**src/rtl/ram_bist_master.sv**
```systemverilog
// March-free BIST initiator: writes seed+addr to every word, idles, reads back
// and reports pass, saturating mismatch count and first failing address.
`timescale 1ns/1ps
module ram_bist_master #(
    parameter int DEPTH   = 32,
    parameter int WIDTH   = 32,
    parameter int ADDR_W  = 32,
    parameter int RD_LAT  = 1,
    parameter int GAP_CYC = 4,
    parameter int ERR_W   = 16
) (
    input  logic              i_sys_clk,
    input  logic              i_rst,
    input  logic              i_start,
    input  logic              i_abort,
    input  logic [WIDTH-1:0]  i_seed,
    output logic              o_wr,
    output logic [ADDR_W-1:0] o_wr_addr,
    output logic [WIDTH-1:0]  o_wr_data,
    output logic              o_rd,
    output logic [ADDR_W-1:0] o_rd_addr,
    input  logic [WIDTH-1:0]  i_rd_data,
    output logic              o_busy,
    output logic              o_done,
    output logic              o_pass,
    output logic [ERR_W-1:0]  o_err_cnt,
    output logic [ADDR_W-1:0] o_first_err_addr
);

    typedef enum logic [2:0] {
        S_IDLE, S_WRITE, S_GAP, S_READ, S_DRAIN, S_DONE
    } state_t;

    localparam logic [ADDR_W-1:0] LAST_ADDR = ADDR_W'(DEPTH - 1);
    localparam logic [31:0]       GAP_LAST  = 32'(GAP_CYC - 1);

    state_t              r_state, w_state;
    logic [WIDTH-1:0]    r_seed, w_seed;
    logic                r_wr, w_wr;
    logic [ADDR_W-1:0]   r_wr_addr, w_wr_addr;
    logic [WIDTH-1:0]    r_wr_data, w_wr_data;
    logic                r_rd, w_rd;
    logic [ADDR_W-1:0]   r_rd_addr, w_rd_addr;
    logic [31:0]         r_gap, w_gap;
    logic                r_abt, w_abt;
    logic                r_busy, w_busy;
    logic                r_done, w_done;
    logic                r_pass, w_pass;
    logic [ERR_W-1:0]    r_err, w_err;
    logic [ADDR_W-1:0]   r_first, w_first;

    // Tail stage lines up with i_rd_data for the read issued RD_LAT+1 edges ago
    logic [RD_LAT:0]     r_pv;
    logic [ADDR_W-1:0]   r_pa [RD_LAT+1];

    logic                w_abort;
    logic                w_empty;
    logic                w_mis;

    assign w_abort = i_abort && (r_state inside {S_WRITE, S_GAP, S_READ, S_DRAIN});
    assign w_empty = (r_pv == '0);
    assign w_mis   = r_pv[RD_LAT] && (i_rd_data != r_seed + WIDTH'(r_pa[RD_LAT]));

    always_comb begin
        w_state   = r_state;
        w_seed    = r_seed;
        w_wr      = r_wr;
        w_wr_addr = r_wr_addr;
        w_wr_data = r_wr_data;
        w_rd      = r_rd;
        w_rd_addr = r_rd_addr;
        w_gap     = r_gap;
        w_abt     = r_abt;
        w_done    = 1'b0;
        w_pass    = r_pass;
        w_err     = r_err;
        w_first   = r_first;
        if (w_abort) begin
            w_state   = S_DONE;
            w_wr      = 1'b0;
            w_wr_addr = '0;
            w_wr_data = '0;
            w_rd      = 1'b0;
            w_rd_addr = '0;
            w_abt     = 1'b1;
        end else begin
            if (w_mis) begin
                if (r_err != '1) w_err = r_err + 1'b1;
                if (r_err == '0) w_first = r_pa[RD_LAT];
            end
            unique case (r_state)
                S_IDLE: begin
                    if (i_start) begin
                        w_state   = S_WRITE;
                        w_seed    = i_seed;
                        w_wr      = 1'b1;
                        w_wr_addr = '0;
                        w_wr_data = i_seed;
                        w_pass    = 1'b0;
                        w_err     = '0;
                        w_first   = '0;
                        w_abt     = 1'b0;
                    end
                end
                S_WRITE: begin
                    if (r_wr_addr == LAST_ADDR) begin
                        w_wr      = 1'b0;
                        w_wr_addr = '0;
                        w_wr_data = '0;
                        w_gap     = '0;
                        if (GAP_CYC == 0) begin
                            w_state   = S_READ;
                            w_rd      = 1'b1;
                            w_rd_addr = '0;
                        end else begin
                            w_state = S_GAP;
                        end
                    end else begin
                        w_wr_addr = r_wr_addr + 1'b1;
                        w_wr_data = r_wr_data + 1'b1;
                    end
                end
                S_GAP: begin
                    if (r_gap == GAP_LAST) begin
                        w_state   = S_READ;
                        w_rd      = 1'b1;
                        w_rd_addr = '0;
                    end else begin
                        w_gap = r_gap + 1'b1;
                    end
                end
                S_READ: begin
                    if (r_rd_addr == LAST_ADDR) begin
                        w_state   = S_DRAIN;
                        w_rd      = 1'b0;
                        w_rd_addr = '0;
                    end else begin
                        w_rd_addr = r_rd_addr + 1'b1;
                    end
                end
                S_DRAIN: begin
                    if (w_empty) w_state = S_DONE;
                end
                S_DONE: begin
                    w_state = S_IDLE;
                    w_done  = 1'b1;
                    w_pass  = !r_abt && (r_err == '0);
                end
                default: w_state = S_IDLE;
            endcase
        end
        w_busy = (w_state != S_IDLE);
    end

    always_ff @(posedge i_sys_clk) begin
        if (i_rst) begin
            r_state   <= S_IDLE;
            r_seed    <= '0;
            r_wr      <= 1'b0;
            r_wr_addr <= '0;
            r_wr_data <= '0;
            r_rd      <= 1'b0;
            r_rd_addr <= '0;
            r_gap     <= '0;
            r_abt     <= 1'b0;
            r_busy    <= 1'b0;
            r_done    <= 1'b0;
            r_pass    <= 1'b0;
            r_err     <= '0;
            r_first   <= '0;
        end else begin
            r_state   <= w_state;
            r_seed    <= w_seed;
            r_wr      <= w_wr;
            r_wr_addr <= w_wr_addr;
            r_wr_data <= w_wr_data;
            r_rd      <= w_rd;
            r_rd_addr <= w_rd_addr;
            r_gap     <= w_gap;
            r_abt     <= w_abt;
            r_busy    <= w_busy;
            r_done    <= w_done;
            r_pass    <= w_pass;
            r_err     <= w_err;
            r_first   <= w_first;
        end
    end

    always_ff @(posedge i_sys_clk) begin
        if (i_rst || w_abort) begin
            r_pv <= '0;
            for (int k = 0; k <= RD_LAT; k++) r_pa[k] <= '0;
        end else begin
            r_pv[0] <= r_rd;
            r_pa[0] <= r_rd_addr;
            for (int k = 1; k <= RD_LAT; k++) begin
                r_pv[k] <= r_pv[k-1];
                r_pa[k] <= r_pa[k-1];
            end
        end
    end

    assign o_wr             = r_wr;
    assign o_wr_addr        = r_wr_addr;
    assign o_wr_data        = r_wr_data;
    assign o_rd             = r_rd;
    assign o_rd_addr        = r_rd_addr;
    assign o_busy           = r_busy;
    assign o_done           = r_done;
    assign o_pass           = r_pass;
    assign o_err_cnt        = r_err;
    assign o_first_err_addr = r_first;

endmodule

```
**config.mk**
```make
export PLATFORM = sky130hd
export DESIGN_NAME = ram_bist_master
export DESIGN_NICKNAME = d
export VERILOG_FILES = /design/src/rtl/ram_bist_master.sv
export SDC_FILE = /design/constraint.sdc
export NUM_CORES = 1
export LEC_CHECK = 0
export ABC_AREA = 1
export CORE_ASPECT_RATIO = 0.6
export CORE_MARGIN = 3
export CORE_UTILIZATION = 52
export CTS_CLUSTER_DIAMETER = 30
export CTS_CLUSTER_SIZE = 28
export DETAILED_ROUTE_END_ITERATION = 16
export PLACE_DENSITY = 0.87
export RECOVER_POWER = 50
export SLEW_MARGIN = 0
export SYNTH_ARGS = -nofsm -noshare
export SYNTH_HDL_FRONTEND = slang
export SYNTH_SLANG_ARGS = --single-unit
```
**constraint.sdc**
```tcl
create_clock -name i_sys_clk -period 7.9 [get_ports i_sys_clk]
set_input_delay 1.975 -clock i_sys_clk [delete_from_list [all_inputs] [get_ports i_sys_clk]]
set_output_delay 1.975 -clock i_sys_clk [all_outputs]
set_load 0.02 [all_outputs]
```
==> impl_metrics.ini <==
[flow_run]
cap_violations = 1

[status]
violations = capacitance limit, slew limit
status = finished, violations left

[die]
io_pins = 217
core_um2 = 31410
die_y_um = 144.9
dieWidth_um = 237.5
die_area_um2 = 34410
row_count = 50
start_util_pct = 53.23

[sta]
setup_viol = 0
slew_headroom_pct = -44.89
max_freq_mhz = 167.4
period_needed_ns = 5.975
rsz0062_at_grt = false
fin_ws_ns = 1.925
clock_skew_ns = 0.04048
fin_tns_setup_ns = 0
hold_violations = 0
tightest_slew_ns = 2.173
drv_slew = 42
period_share_pct = 75.63

[finish]
layout-drive-gt1-share_pct = 4.334
final_nets = 2955
num_antenna_cells = 0
area_growth_pct = 23.71

[critical_path]
r2r-start = o_wr_addr[0]$_SDFFE_PP0P_
critPathArrivalTime_ns = 6.44
worstSetupStartpointType = primary input
setup.worst_path.end_class = flip-flop
worst_ep_required_time_ns = 8.37
critPathMaxFanout = 64
critical_path_class = in -> reg
startpoint = i_rst

[synth]
syn-num-nets = 2778
synth.area.top_cells = dfxtp_1, nand2_1, inv_1
synth_area_um2 = 16720
ys.flop_type = dfxtp_1
synth_common_cells = nand2_1, inv_1, dfxtp_1, nor2_1, a21oi_1
synth_cells = 2672
ys_seq_area_share_pct = 33.89
ys_ff_latch = 283
yosysWarnings = 0
synth_area_per_cell_um2 = 6.256
async_flop_share_pct = 0
synth_top_cell_area_share_pct = 33.89
yosysUniqueCellTypes = 54
synth_top_area_cell = dfxtp_1
yosysMostFrequentCell = nand2_1
synth_enable_flop_cells = 0

[clock_tree]
htreeDepth = 2
cts_resized = 0
cts_tree = built
clk_pin_slew_ns = 0.06
clockBufferDepth = 3
cts_num_sinks = 283
cts_hold_buffers = 0
cts-buffers-inserted = 44
cts_root_buffer = clkbuf_16
clk_latency_ns = 0.56
cts_setup_buffers = 0

[global_routing]
antenna_found_initial = 3
grt_max_degree = 102
grt_pass1_vias = 16640
gr-total-overflow = 0
grt_pass1_wl_um = 90870
grt_use_total_pct = 32.96

[detailed_routing]
wl_met1_um = 25690
vias = 18730
met2_length_um = 24000
first_pass_iters = 6
top_layer = met5
drt-initial-drc-count = 2457
post_drt_via_cell_ratio = 5.676
wl_per_cell_um = 17.74
wl_met3_um = 7774
drt_wl_total_um = 58550
antenna_left = 0
drcViolationCount = 0

[power]
vdd_drop_max_mv = 0.1417
p_per_area_nw_per_um2 = 230.3
total_leakage_power_nw = 8.812

[place]
gp_congestion = 1.010
io_buffers = 216
dp_hpwl_um = 43320
place_ws_ns = 2.209

[min_path]
hold_start = r_pa[0][29]$_SDFF_PP0_
hold_class = reg -> reg
==> worst max-delay path, stage by stage <==
cell and delay, ns:
buf_2 0.10, buf_4 0.30, clkinv_1 0.15, clkbuf_1 1.56, nand2_4 0.37, inv_1 0.73
nand2_1 0.39, inv_1 0.46, o21ai_0 0.15, o21ai_0 0.21
==> kinds of logic (layout without fill, tap and decap cells) <==
group / Yosys count / count (layout) / share of synthesized area [%]
simple gates: 1410 / 1410 / 35.90
buf+inv: 478 / 690 / 11.05
compound gates: 411 / 411 / 13.44
flops: 283 / 283 / 33.89
xor+xnor: 51 / 51 / 2.762
fa+ha+maj: 38 / 38 / 2.889
mux: 1 / 1 / 0.05988
==> final timing paths <==
kind	endpoint	slack (ns)	cells past startpoint
worst min-delay path	r_pa[0][61]$_SDFF_PP0_	0.41	2
worst max register to register	r_gap[10]$_SDFFE_PP0P_	3.03	15
worst min register to register	r_pa[0][61]$_SDFF_PP0_	0.41	2
worst max-delay path	o_rd_addr[24]$_SDFFE_PP0P_	1.93	10
==> layer usage <==
metal	global-route usage (%)	vias up
met1	48.33	8554
met4	7.609	4
met3	8.523	95
li1	-	8977
met5	0	-
met2	48.53	1101
==> through the flow <==
step           instance area, um^2  hold slack [ns]  instances  power [mW]  utilization [%]
4_1_cts                      20680           0.4061       3300       4.765            65.86
2_1_floorplan                16720           0.3936       2672       2.284                -
6_report                     20680           0.4052       3300       4.763            65.85
3_3_place_gp                 19090           0.3975       3219       2.652            60.78
3_5_place_dp                 19090           0.3995       3219       2.680            60.78
5_1_grt                      20680           0.4203       3300       4.931            65.85
==> placed cells by master (no fill, tap or decap), types with 5 or more instances in the layout <==
cell type,netlist,routed
nand2_1,800,798
inv_1,375,375
dfxtp_1,283,283
nor2_1,243,241
a21oi_1,192,192
nand3_1,164,163
o21ai_0,154,154
dlygate4sd3_1,0,150
nor3_1,65,65
clkdlybuf4s50_1,0,65
nand4_1,64,64
clkbuf_16,0,46
ha_1,37,37
nor4_1,31,31
xor2_1,31,31
a221oi_1,20,20
xnor2_1,19,19
nand3b_1,12,12
buf_4,4,10
inv_6,0,8
nand2_2,6,7
a21o_1,6,6
bufinv_16,0,6
o31ai_1,5,5
or2_2,5,5
nand3_2,4,5
a31oi_1,5,5
inv_8,0,5
==> cell type report <==
cell class              count  area [um^2]
fillers                  2699        10720
multi-input cells        1911         9229
flip-flops and latches    283         5665
repair buffers            227         2236
inverters                 382         1434
clock buffers              49         1172
well taps                 416        520.5
clock inverters            32        424.2
==> flip-flops by register name, summed over array words and instances, names as in the netlist, 2 cells and up <==
register	flops
r_pa	64
o_first_err_addr	32
o_rd_addr	32
o_wr_addr	32
o_wr_data	32
r_gap	32
r_seed	32
o_err_cnt	16
r_state	3
r_pv	2
==> report_power, final <==
group	switching [mW]	leakage, nW	total, mW	internal, mW
combinational	0.721	5.75	1.04	0.320
clock	0.797	0.777	2.10	1.30
sequential	0.104	2.29	1.62	1.52
Power figures use the tool's default switching activity.
